[src/rtl/demux_sequencer_if.sv]
// Bundle of the upstream handshake and the demux drive signals for demux_sequencer.
// The sequencer connects through the slave modport. The producer/demux side uses the master modport.
interface demux_sequencer_if #(
    parameter int N_CH  = 8,
    parameter int SEL_W = 3
);
    logic [N_CH-1:0]  en_mask;
    logic             in_valid;
    logic             in_data;
    logic             in_ready;
    logic [SEL_W-1:0] sel;
    logic             d;
    logic [N_CH-1:0]  strobe;
    logic             frame_done;
    logic             busy;

    modport slave (
        input  en_mask,
        input  in_valid,
        input  in_data,
        output in_ready,
        output sel,
        output d,
        output strobe,
        output frame_done,
        output busy
    );

    modport master (
        output en_mask,
        output in_valid,
        output in_data,
        input  in_ready,
        input  sel,
        input  d,
        input  strobe,
        input  frame_done,
        input  busy
    );
endinterface

[src/rtl/demux_sequencer.sv]
// Time-division sequencer feeding a 1-to-8 demux.
// Each accepted bit goes to the next enabled channel in round-robin order. The bit is held
// for HOLD_CYCLES settle cycles, then a one-hot strobe latches it into its channel.
module demux_sequencer #(
    parameter int N_CH        = 8,
    parameter int SEL_W       = 3,
    parameter int HOLD_CYCLES = 2
) (
    input  logic               i_clk,
    input  logic               i_rst_n,
    demux_sequencer_if.slave   bus
);

    typedef enum logic [1:0] {
        ST_IDLE = 2'd0,
        ST_HOLD = 2'd1,
        ST_STRB = 2'd2
    } state_t;

    localparam logic [3:0] HOLD_LOAD = 4'(HOLD_CYCLES - 1);

    state_t           r_state;
    state_t           w_stateNext;

    logic [SEL_W-1:0] r_ptr;
    logic [3:0]       r_hcnt;
    logic             r_last;
    logic [SEL_W-1:0] r_sel;
    logic             r_d;
    logic [N_CH-1:0]  r_strobe;
    logic             r_frameDone;
    logic             r_busy;

    logic [SEL_W-1:0] w_ch;
    logic             w_found;
    logic             w_last;
    logic             w_inReady;
    logic             w_accept;
    logic [N_CH-1:0]  w_strobeOneHot;

    // Ready only in IDLE with at least one channel enabled; accept is the handshake edge.
    assign w_inReady = (r_state == ST_IDLE) && (|bus.en_mask);
    assign w_accept  = w_inReady && bus.in_valid;

    // The strobe is decoded from the frozen select, so no input reaches it combinationally.
    assign w_strobeOneHot = {{(N_CH-1){1'b0}}, 1'b1} << r_sel;

    // Round-robin search: first enabled channel at or after ptr, wrapping modulo N_CH.
    always_comb begin
        logic [SEL_W-1:0] w_idx;
        w_found = 1'b0;
        w_ch    = '0;
        w_idx   = '0;
        for (int k = 0; k < N_CH; k++) begin
            w_idx = r_ptr + SEL_W'(k);
            if (!w_found && bus.en_mask[w_idx]) begin
                w_found = 1'b1;
                w_ch    = w_idx;
            end
        end
    end

    // The chosen channel closes a frame when no enabled channel sits above it.
    always_comb begin
        w_last = 1'b1;
        for (int i = 0; i < N_CH; i++) begin
            if ((i > int'(w_ch)) && bus.en_mask[i]) begin
                w_last = 1'b0;
            end
        end
    end

    // State register with asynchronous abort on reset.
    always_ff @(posedge i_clk or negedge i_rst_n) begin
        if (!i_rst_n) begin
            r_state <= ST_IDLE;
        end else begin
            r_state <= w_stateNext;
        end
    end

    // Next-state logic: accept, settle for HOLD_CYCLES, strobe for exactly one cycle.
    always_comb begin
        w_stateNext = r_state;
        case (r_state)
            ST_IDLE: begin
                if (w_accept) begin
                    w_stateNext = ST_HOLD;
                end
            end
            ST_HOLD: begin
                if (r_hcnt == 4'd0) begin
                    w_stateNext = ST_STRB;
                end
            end
            ST_STRB: begin
                w_stateNext = ST_IDLE;
            end
            default: begin
                w_stateNext = ST_IDLE;
            end
        endcase
    end

    // Datapath: capture on accept, count down the hold, pulse strobe, then clear data.
    always_ff @(posedge i_clk or negedge i_rst_n) begin
        if (!i_rst_n) begin
            r_ptr       <= '0;
            r_hcnt      <= '0;
            r_last      <= 1'b0;
            r_sel       <= '0;
            r_d         <= 1'b0;
            r_strobe    <= '0;
            r_frameDone <= 1'b0;
            r_busy      <= 1'b0;
        end else begin
            case (r_state)
                ST_IDLE: begin
                    if (w_accept) begin
                        r_sel  <= w_ch;
                        r_d    <= bus.in_data;
                        r_last <= w_last;
                        r_ptr  <= w_ch + 1'b1;
                        r_hcnt <= HOLD_LOAD;
                        r_busy <= 1'b1;
                    end
                end
                ST_HOLD: begin
                    if (r_hcnt == 4'd0) begin
                        r_strobe    <= w_strobeOneHot;
                        r_frameDone <= r_last;
                    end else begin
                        r_hcnt <= r_hcnt - 4'd1;
                    end
                end
                ST_STRB: begin
                    r_strobe    <= '0;
                    r_frameDone <= 1'b0;
                    r_d         <= 1'b0;
                    r_busy      <= 1'b0;
                end
                default: begin
                    r_strobe    <= '0;
                    r_frameDone <= 1'b0;
                    r_d         <= 1'b0;
                    r_busy      <= 1'b0;
                end
            endcase
        end
    end

    assign bus.in_ready   = w_inReady;
    assign bus.sel        = r_sel;
    assign bus.d          = r_d;
    assign bus.strobe     = r_strobe;
    assign bus.frame_done = r_frameDone;
    assign bus.busy       = r_busy;

endmodule

[src/flat_wrapper.sv]
// flat-port wrapper written by rule: the top's interface ports become plain ports
module demux_sequencer_flat 
#(
    parameter int N_CH        = 8,
    parameter int SEL_W       = 3,
    parameter int HOLD_CYCLES = 2
)
  (i_clk, i_rst_n, bus_en_mask, bus_in_valid, bus_in_data, bus_in_ready, bus_sel, bus_d, bus_strobe, bus_frame_done, bus_busy);
  demux_sequencer_if #(.N_CH(N_CH), .SEL_W(SEL_W)) bus_i ();
  input  logic i_clk;
  input  logic i_rst_n;
  input wire logic [$bits(bus_i.en_mask)-1:0] bus_en_mask;
  input wire logic [$bits(bus_i.in_valid)-1:0] bus_in_valid;
  input wire logic [$bits(bus_i.in_data)-1:0] bus_in_data;
  output wire logic [$bits(bus_i.in_ready)-1:0] bus_in_ready;
  output wire logic [$bits(bus_i.sel)-1:0] bus_sel;
  output wire logic [$bits(bus_i.d)-1:0] bus_d;
  output wire logic [$bits(bus_i.strobe)-1:0] bus_strobe;
  output wire logic [$bits(bus_i.frame_done)-1:0] bus_frame_done;
  output wire logic [$bits(bus_i.busy)-1:0] bus_busy;
  assign bus_i.en_mask = bus_en_mask;
  assign bus_i.in_valid = bus_in_valid;
  assign bus_i.in_data = bus_in_data;
  assign bus_in_ready = bus_i.in_ready;
  assign bus_sel = bus_i.sel;
  assign bus_d = bus_i.d;
  assign bus_strobe = bus_i.strobe;
  assign bus_frame_done = bus_i.frame_done;
  assign bus_busy = bus_i.busy;
  demux_sequencer #(.N_CH(N_CH), .SEL_W(SEL_W), .HOLD_CYCLES(HOLD_CYCLES)) u_core (.i_clk(i_clk), .i_rst_n(i_rst_n), .bus(bus_i));
endmodule
[config.mk]
export PLATFORM = sky130hd
export DESIGN_NAME = demux_sequencer_flat
export DESIGN_NICKNAME = d
export VERILOG_FILES = /design/src/rtl/demux_sequencer_if.sv /design/src/rtl/demux_sequencer.sv /design/src/flat_wrapper.sv
export SDC_FILE = /design/constraint.sdc
export NUM_CORES = 1
export LEC_CHECK = 0
export CAP_MARGIN = 20
export CORE_MARGIN = 3
export CORE_UTILIZATION = 51
export DETAILED_ROUTE_END_ITERATION = 8
export GPL_ROUTABILITY_DRIVEN = 0
export GPL_TIMING_DRIVEN = 0
export PLACE_DENSITY = 0.77
export SKIP_CTS_REPAIR_TIMING = 1
export SLEW_MARGIN = 10
export SYNTH_ARGS = -nofsm -noshare
export SYNTH_HDL_FRONTEND = slang
export SYNTH_SLANG_ARGS = --single-unit
[constraint.sdc]
create_clock -name i_clk -period 3.62 [get_ports i_clk]
set_input_delay 0.724 -clock i_clk [delete_from_list [all_inputs] [get_ports i_clk]]
set_output_delay 0.724 -clock i_clk [all_outputs]
set_load 0.02 [all_outputs]
Word-level counts from Yosys, hierarchy flattened
Index checks and enable logic that the tools add are counted.
- bits in registers: 24
- bits of input ports: 12
- output and inout bits: 15
- word-level logic and storage cells: 124
- add/subtract/negate cells: 9
- $lt $le $gt $ge: 15
- eq/ne operators: 4
- shift operators: 1
- multiplexer cells: 52
- bitwise gates (word level): 2
- reductions and logical operators: 32
- operators by type and width (operator ; count):
    3-bit by 4-bit less-than comparator with 1-bit output, second input constant ; 8
    1-bit 2-to-1 mux ; 25
    1-bit binary-select mux with 3-bit select ; 8
    3-bit 2-to-1 mux ; 8
    1-bit logical AND ; 16
    8-bit case mux with 2 select lines ; 1
    3-bit adder, second input constant ; 4
    3-bit > comparator, first input constant ; 4
    4-bit 2-to-1 mux ; 2
    8-bit 2-to-1 mux ; 1
    4-bit case mux with 2 select lines ; 1
    2-bit AND reduction ; 4
    8-bit OR reduction ; 1
    1-bit by 3-bit left shift with 8-bit output, first input constant ; 1
    1-bit zero test ; 7
    3-bit by 1-bit adder with 3-bit output, second input constant ; 2
    3-bit by 2-bit adder with 3-bit output, second input constant ; 2
    2-bit by 3-bit > comparator with 1-bit output, first input constant ; 2
    1-bit case mux with 2 select lines ; 3
    4-bit zero test ; 1
    2-bit 2-to-1 mux ; 2
    2-bit by 1-bit != test with 1-bit output, second input constant ; 2
    2-bit case mux with 2 select lines ; 1
    4-bit by 1-bit subtractor with 4-bit output, second input constant ; 1
    7 further kinds ; 8

Longest topological paths before layout
Gate-level depths: netlist of run 1.
- depth after elaboration: 33
- depth in mapped cells: 17
- depth with buffers taken out: 14

Least setup slack after synthesis of run 1
No wires, ideal clock.
- path type: register -> register
- start: reg u_core.r_ptr[1]
- end: reg u_core.r_last
- library setup time: 132 ps
- arrival time: 3583 ps
- required time: 3488 ps
- path slack: -95 ps
- cell stages (with the launch flop): 17
- path buffers: 2
- period minus slack after synthesis: 3715 ps
- cell sequence: dfrtp_1 buf_2 buf_2 clkinv_1 ha_1 mux4_2 mux2_4 nor3_2 a21bo_1 nor4_2 a311o_2 inv_2 ha_1 nor2b_1 o21ai_0 o311ai_1 o21ai_1
- word-level cells in the longest chain between the ends: 33
- elaborated cells on any way between the ends: 73
- RTL lines (item ; line ; source):
    start: declaration ; demux_sequencer.sv:25 ; logic [SEL_W-1:0] r_ptr;
    start signal: assignment ; demux_sequencer.sv:123 ; r_ptr <= w_ch + 1'b1;
    branches (longest 23 deep; another with 3-bit by 1-bit adder with 3-bit output) ; n/a ;
    3-bit 2-to-1 mux (*) ; demux_sequencer.sv:56 ; if (!w_found && bus.en_mask[w_idx]) begin
    via u_core.w_ch[1] ; demux_sequencer.sv:34 ; logic [SEL_W-1:0] w_ch;
    1-bit by 3-bit > comparator with 1-bit output ; demux_sequencer.sv:67 ; if ((i > int'(w_ch)) && bus.en_mask[i]) begin
    1-bit logical AND ; demux_sequencer.sv:67 ;
    1-bit 2-to-1 mux (6 in series) ; demux_sequencer.sv:67 ;
    1-bit 2-to-1 mux (*) ; demux_sequencer.sv:67 ;
    end signal: assignment ; demux_sequencer.sv:122 ; r_last <= w_last;
    end: declaration ; demux_sequencer.sv:27 ; logic r_last;
Mark *: on every way through the listed nets, which the timed path passes. The select of a mux whose other input is x is not followed.
A chain may end at the register's enable or synchronous reset.

Worst setup path after layout of run 1
- start: in bus_en_mask[5]
- end: reg u_core.r_last
- word-level cells in the longest chain between the ends: 33
- elaborated cells on any way between the ends: 70
- RTL lines (item ; line ; source):
    start: declaration ; flat_wrapper.sv:12 ; input wire logic [$bits(bus_i.en_mask)-1:0] bus_en_mask;
    1-bit binary-select mux with 3-bit select ; demux_sequencer.sv:56 ;
    1-bit 2-to-1 mux (implied by the code) ; demux_sequencer.sv:56 ;
    1-bit 2-to-1 mux ; demux_sequencer.sv:56 ;
    1-bit zero test ; demux_sequencer.sv:56 ;
    1-bit logical AND ; demux_sequencer.sv:56 ;
    1-bit 2-to-1 mux ; demux_sequencer.sv:56 ;
    1-bit zero test ; demux_sequencer.sv:56 ;
    1-bit logical AND ; demux_sequencer.sv:56 ;
    [... 13 more ...] ; n/a ;
    1-bit zero test ; demux_sequencer.sv:56 ;
    1-bit logical AND ; demux_sequencer.sv:56 ;
    3-bit 2-to-1 mux (*) ; demux_sequencer.sv:56 ;
    via u_core.w_ch[1] ; demux_sequencer.sv:34 ;
    1-bit by 3-bit > comparator with 1-bit output ; demux_sequencer.sv:67 ;
    1-bit logical AND ; demux_sequencer.sv:67 ;
    1-bit 2-to-1 mux (6 in series) ; demux_sequencer.sv:67 ;
    1-bit 2-to-1 mux (*) ; demux_sequencer.sv:67 ;
Mark *: on every way through the listed nets, which the timed path passes. The rest lies on a longest branch. The select of a mux whose other input is x is not followed.

==> impl_metrics.tcl, run 1 <==
set metrics [dict create \
    fmax_ghz 0.273 \
    clockBufferDepth 2 \
    drt_iter0_drc 191 \
    cts_tree "yes" \
    dp_cells 302 \
    portBuffers 24 \
    diodes 0 \
    relSlewSlack_pct 62.1 \
    arrival_ps 3800 \
    ys_types 59 \
    regArea_um2 602 \
    cp-end-kind "flop" \
    viasPerCell 6.11 \
    place_area_mm2 0.00245 \
    path_max_fanout 10 \
    drcViolationCount 0 \
    min_period_ps 3660 \
    crit_type "in2reg" \
    r2r-start "u_core.r_ptr[0]" \
    syn_nets 249 \
    grt_overflow_total 0 \
    status "complete, but fails checks" \
    synth_area_mm2 0.00213 \
    crit_path_start_kind "input port" \
    reg2reg_to "u_core.r_last" \
    instances_no_fill 328 \
    cts-htree-levels 1 \
    ys_async_sr_fraction_pct 100 \
    synth_area_per_cell_um2 9.28 \
    grt_pass1_vias 1786 \
    hpwl_um 3820 \
    multi_input_area_mm2 0.00150 \
    fin_skew_ps 3.44 \
    finalInstanceArea_mm2 0.00281 \
    core_mm2 0.00385 \
    yosysSeqAreaShare_pct 28.1 \
    die_w_um 70.7 \
    ys.flop_type "dfrtp_1" \
    synth_top_area_share_pct 28.1 \
    fillers 270 \
    hold_viol 0 \
    holdPathStages 2 \
    synth_area_leaders "dfrtp_1, mux4_2, nand2_1" \
    clk_latency_ps 270 \
    grt_pass1_wl_um 8970 \
    cts-root-buf "clkbuf_8" \
    post_drt_wl_per_cell_um 16.8 \
    finish.net_count 300 \
    postRouteAntennaNets 0 \
    cts.sinks 24 \
    post-synth-top-area-cell "dfrtp_1" \
    dr.pass1.iters 4 \
    worst_hold_path.endpoint "u_core.bus.frame_done" \
    rsz0062_at_grt "yes" \
    setup_ws_ps -43.8 \
    start_util_pct 55.4 \
    die_height_um 70.7 \
    finalWirelength_um 5510 \
    grtUsageTotal_pct 21.6 \
    drive_above_1_share_pct 27.1 \
    synthMostInstantiatedCell "nand2_1" \
    clk_pin_slew_ps 80 \
    finalCritPeriodShare_pct 101 \
    setup_viol 1 \
    synth_edf_count 0 \
    r2r_slack_ps -40 \
    fp-row-count 22 \
    yosys_register_bits 24 \
    die_area_mm2 0.00500 \
    syn_inst 230 \
    drv_slew 0 \
    min_from "u_core.r_last" \
    cts_buffers 3 \
    synthTopCellsByCount "nand2_1, dfrtp_1, nor2_1, o21ai_0, a21oi_1" \
    io_pins 27 \
    failed_checks "setup timing" \
    maxCapViolations 0 \
    antenna_found_initial 0 \
    yosysWarningCount 0 \
    reg2reg_depth 14 \
    vias 2004 \
    fin_util_pct 72.8 \
    syn_to_final_growth_pct 31.4 \
    min_path_type "reg2reg" \
    crit_required_ps 3760 \
    worst_pin_slew_ps 569 \
    grt_start_max_net_pins 25 \
]
kinds of logic after synthesis:
family,after synthesis,synth area share [%]
xor gates and xnor gates,5,2.40
and+or+nand+nor,76,16.0
buffers and inverters,25,5.28
AOI/OAI and AO/OA,64,21.2
muxes,29,22.9
adders and majority gates,7,4.10
DFF,24,28.1
area by class of cell:
type / count / area share (%)
Tap cell: 48 / 2.14
Clock buffer: 4 / 1.96
Sequential cell: 24 / 21.5
Multi-Input combinational cell: 181 / 53.4
Buffer: 14 / 3.97
Timing Repair Buffer: 46 / 15.2
Inverter: 11 / 1.87
routing by layer:
metal	wire [µm]	GRT usage (%)	share of wire [%]	vias up
met4	68	4.18	1.2	0
met2	2550	31.3	46	62
met1	2590	34.6	47	979
li1	-	-	-	954
met5	0	0	0	-
met3	306	2.84	5.6	9
through the flow:
stage | hold WS (ps) | TNS, ps | setup slack [ps]
5_1_grt | 505 | -190 | -186
3_5_place_dp | 461 | -818 | -469
2_1_floorplan | 428 | 0 | 65.7
6_report | 485 | -43.8 | -43.8
4_1_cts | 487 | -875 | -487
3_3_place_gp | 462 | -669 | -392
worst max-delay path, cell delays in order:
cell             delay (ps)
clkdlybuf4s50_1         420
buf_2                   200
mux4_2                  460
mux2_4                  340
nand4_1                 130
o211ai_2                110
o32a_1                  300
a311o_2                 450
ha_4                    200
o21ai_0                 130
o21ai_0                 100
o311ai_1                110
o21ai_1                 120
placed cells by master, fill, tap and decap left out, types with 3 or more instances in the layout:
master / count
nand2_1: 39
dlymetal6s2s_1: 5
o21ai_1: 5
inv_1: 7
dfrtp_1: 23
o21ai_0: 11
ha_1: 3
mux2i_1: 7
buf_2: 4
o31ai_1: 6
clkdlybuf4s50_1: 19
mux2i_4: 3
a21oi_1: 12
nor2_1: 14
nand2b_1: 7
clkbuf_8: 4
buf_4: 21
nand3_1: 4
clkbuf_1: 5
buf_8: 3
mux4_2: 12
worst max-delay path by stage:
stage                     slack [ps]             to            start
after floorplan                   70  u_core.r_last  u_core.r_ptr[1]
after global placement          -390  u_core.r_last  u_core.r_ptr[1]
after detailed placement        -470  u_core.r_last  u_core.r_ptr[1]
after CTS                       -490  u_core.r_last  u_core.r_ptr[1]
after global routing            -190  u_core.r_last  u_core.r_ptr[0]
final                            -40  u_core.r_last   bus_en_mask[5]
state kept, by name (all words and copies together) (netlist names):
register               cells
u_core.bus.d               1
u_core.r_state             2
u_core.r_ptr               3
u_core.bus.busy            1
u_core.r_last              1
u_core.bus.frame_done      1
u_core.r_hcnt              4
u_core.bus.sel             3
u_core.bus.strobe          8
Power of run 1 is left out: the tool's default activity adds up to more than one toggle a clock period on the data nets, which glitch-free logic cannot reach.
==> run 2, diff against run 1 <==
Settings changed: CORE_UTILIZATION 51 to 55, DONT_BUFFER_PORTS set to 1, PLACE_DENSITY 0.77 to not set, PLACE_DENSITY_LB_ADDON set to 0.05.
==> run 2 against run 1 <==
Compared with the run above: the run still ends with setup timing left; flip-flop and latch count did not move; utilization fell by 2.1 points; global-route usage rose by 2.4 points; cell count fell by 4.0%; wire length rose by 7.1%; die area fell by 6.7%; register-to-register slack improved by 30 ps; setup slack improved by 34 ps.
==> impl_metrics.tcl, run 2 (same netlist as run 1, synthesis figures left out) <==
set metrics [dict create \
    cp-end-kind "flop" \
    worst_pin_slew_ps 994 \
    finalCritPeriodShare_pct 100 \
    grt_start_max_net_pins 25 \
    path_max_fanout 5 \
    crit_type "reg2reg" \
    finish.net_count 287 \
    fin_skew_ps 3.88 \
    crit_required_ps 3760 \
    drive_above_1_share_pct 31.8 \
    viasPerCell 6.44 \
    grt_overflow_total 0 \
    setup_viol 1 \
    grt_pass1_vias 1760 \
    cts-root-buf "clkbuf_8" \
    clockBufferDepth 2 \
    portBuffers 0 \
    cts.sinks 24 \
    dr.pass1.iters 5 \
    drt_iter0_drc 200 \
    drv_slew 0 \
    postRouteAntennaNets 0 \
    maxCapViolations 0 \
    setup_tns_ps -9.69 \
    failed_checks "setup timing" \
    die_height_um 68.3 \
    min_period_ps 3630 \
    fmax_ghz 0.276 \
    hold_viol 0 \
    hpwl_um 3960 \
    clk_pin_slew_ps 80 \
    setup_ws_ps -9.69 \
    post_drt_wl_per_cell_um 18.7 \
    status "complete, but fails checks" \
    die_w_um 68.3 \
    largest_register_ffs 8 \
    crit_path_start_kind "flop" \
    cts_buffers 3 \
    syn_to_final_growth_pct 22.1 \
    core_mm2 0.00369 \
    grt_pass1_wl_um 8400 \
    final_common_cell "nand2_1" \
    cts_tree "yes" \
    fp-row-count 22 \
    vias 2029 \
    rsz0062_at_grt "yes" \
    relSlewSlack_pct 33.3 \
    diodes 0 \
    grtUsageTotal_pct 24.0 \
    drcViolationCount 0 \
    start_util_pct 57.9 \
    finalWirelength_um 5900 \
    min_path_type "in2async" \
    most-common-layout-cells "nand2_1, buf_4, dfrtp_1" \
    arrival_ps 3770 \
    cts-htree-levels 1 \
    clk_latency_ps 270 \
    fillers 273 \
    antenna_found_initial 0 \
    fin_util_pct 70.7 \
    die_area_mm2 0.00466 \
    io_pins 27 \
]
## run 2: changes by cell type in the layout (fill, tap and decap cells not counted), moves of 2 or more
cell             change
clkdlybuf4s50_1     -19
buf_4               +12
dlymetal6s2s_1       -5
o21ai_1              -2
## run 2: worst paths after layout
check	start	to	slack, ps	cells after the start
min reg2reg	u_core.r_hcnt[0]	u_core.r_hcnt[0]	510	1
min in group i_clk	u_core.r_hcnt[0]	u_core.r_hcnt[0]	510	1
max reg2reg	u_core.r_ptr[1]	u_core.r_last	-10	17
max in group asynchronous	i_rst_n	u_core.r_ptr[0]	3410	0
min	i_rst_n	u_core.r_ptr[0]	140	0
max	u_core.r_ptr[1]	u_core.r_last	-10	17
## run 2: area by class of cell
class	count	area [µm²]	area share [%]
plain buffers	14	104	3.98
clock buffers	4	55.1	2.11
inverters	11	57.6	2.21
multi-input cells	181	1480	56.8
flip-flops and latches	24	602	23.1
well taps	48	60.1	2.30
repair buffers	33	248	9.51
## run 2: per-stage QoR
| step | area, µm² | instances | hold slack, ps | worst slack, ps |
|---|---|---|---|---|
| final | 2610 | 315 | 140 | -9.69 |
| after global routing | 2610 | 315 | 128 | -145 |
| after CTS | 2260 | 282 | 140 | -428 |
| after detailed placement | 2210 | 278 | 429 | -405 |
| after global placement | 2210 | 278 | 429 | -294 |
| after floorplan | 2150 | 230 | 428 | 65.7 |
## run 2: worst max-delay path, cell delays in order, from the launching register on
cell	delay (ps)
dfrtp_1	390
buf_6	140
buf_12	120
clkinv_8	40
ha_4	260
buf_8	140
mux2i_1	130
o211a_1	250
o211ai_1	390
a21oi_2	150
buf_4	170
a32o_2	230
a311o_2	420
ha_1	210
inv_1	90
a21oi_1	90
o21ai_0	190
o21ai_1	90
## run 2: per-layer routing
layer	GRT usage (%)	wire [µm]
met3	2.13	407
met4	12.9	259
met1	28.4	2170
met2	42.7	3070
met5	0	0
Power of run 2 is left out for the same reason.
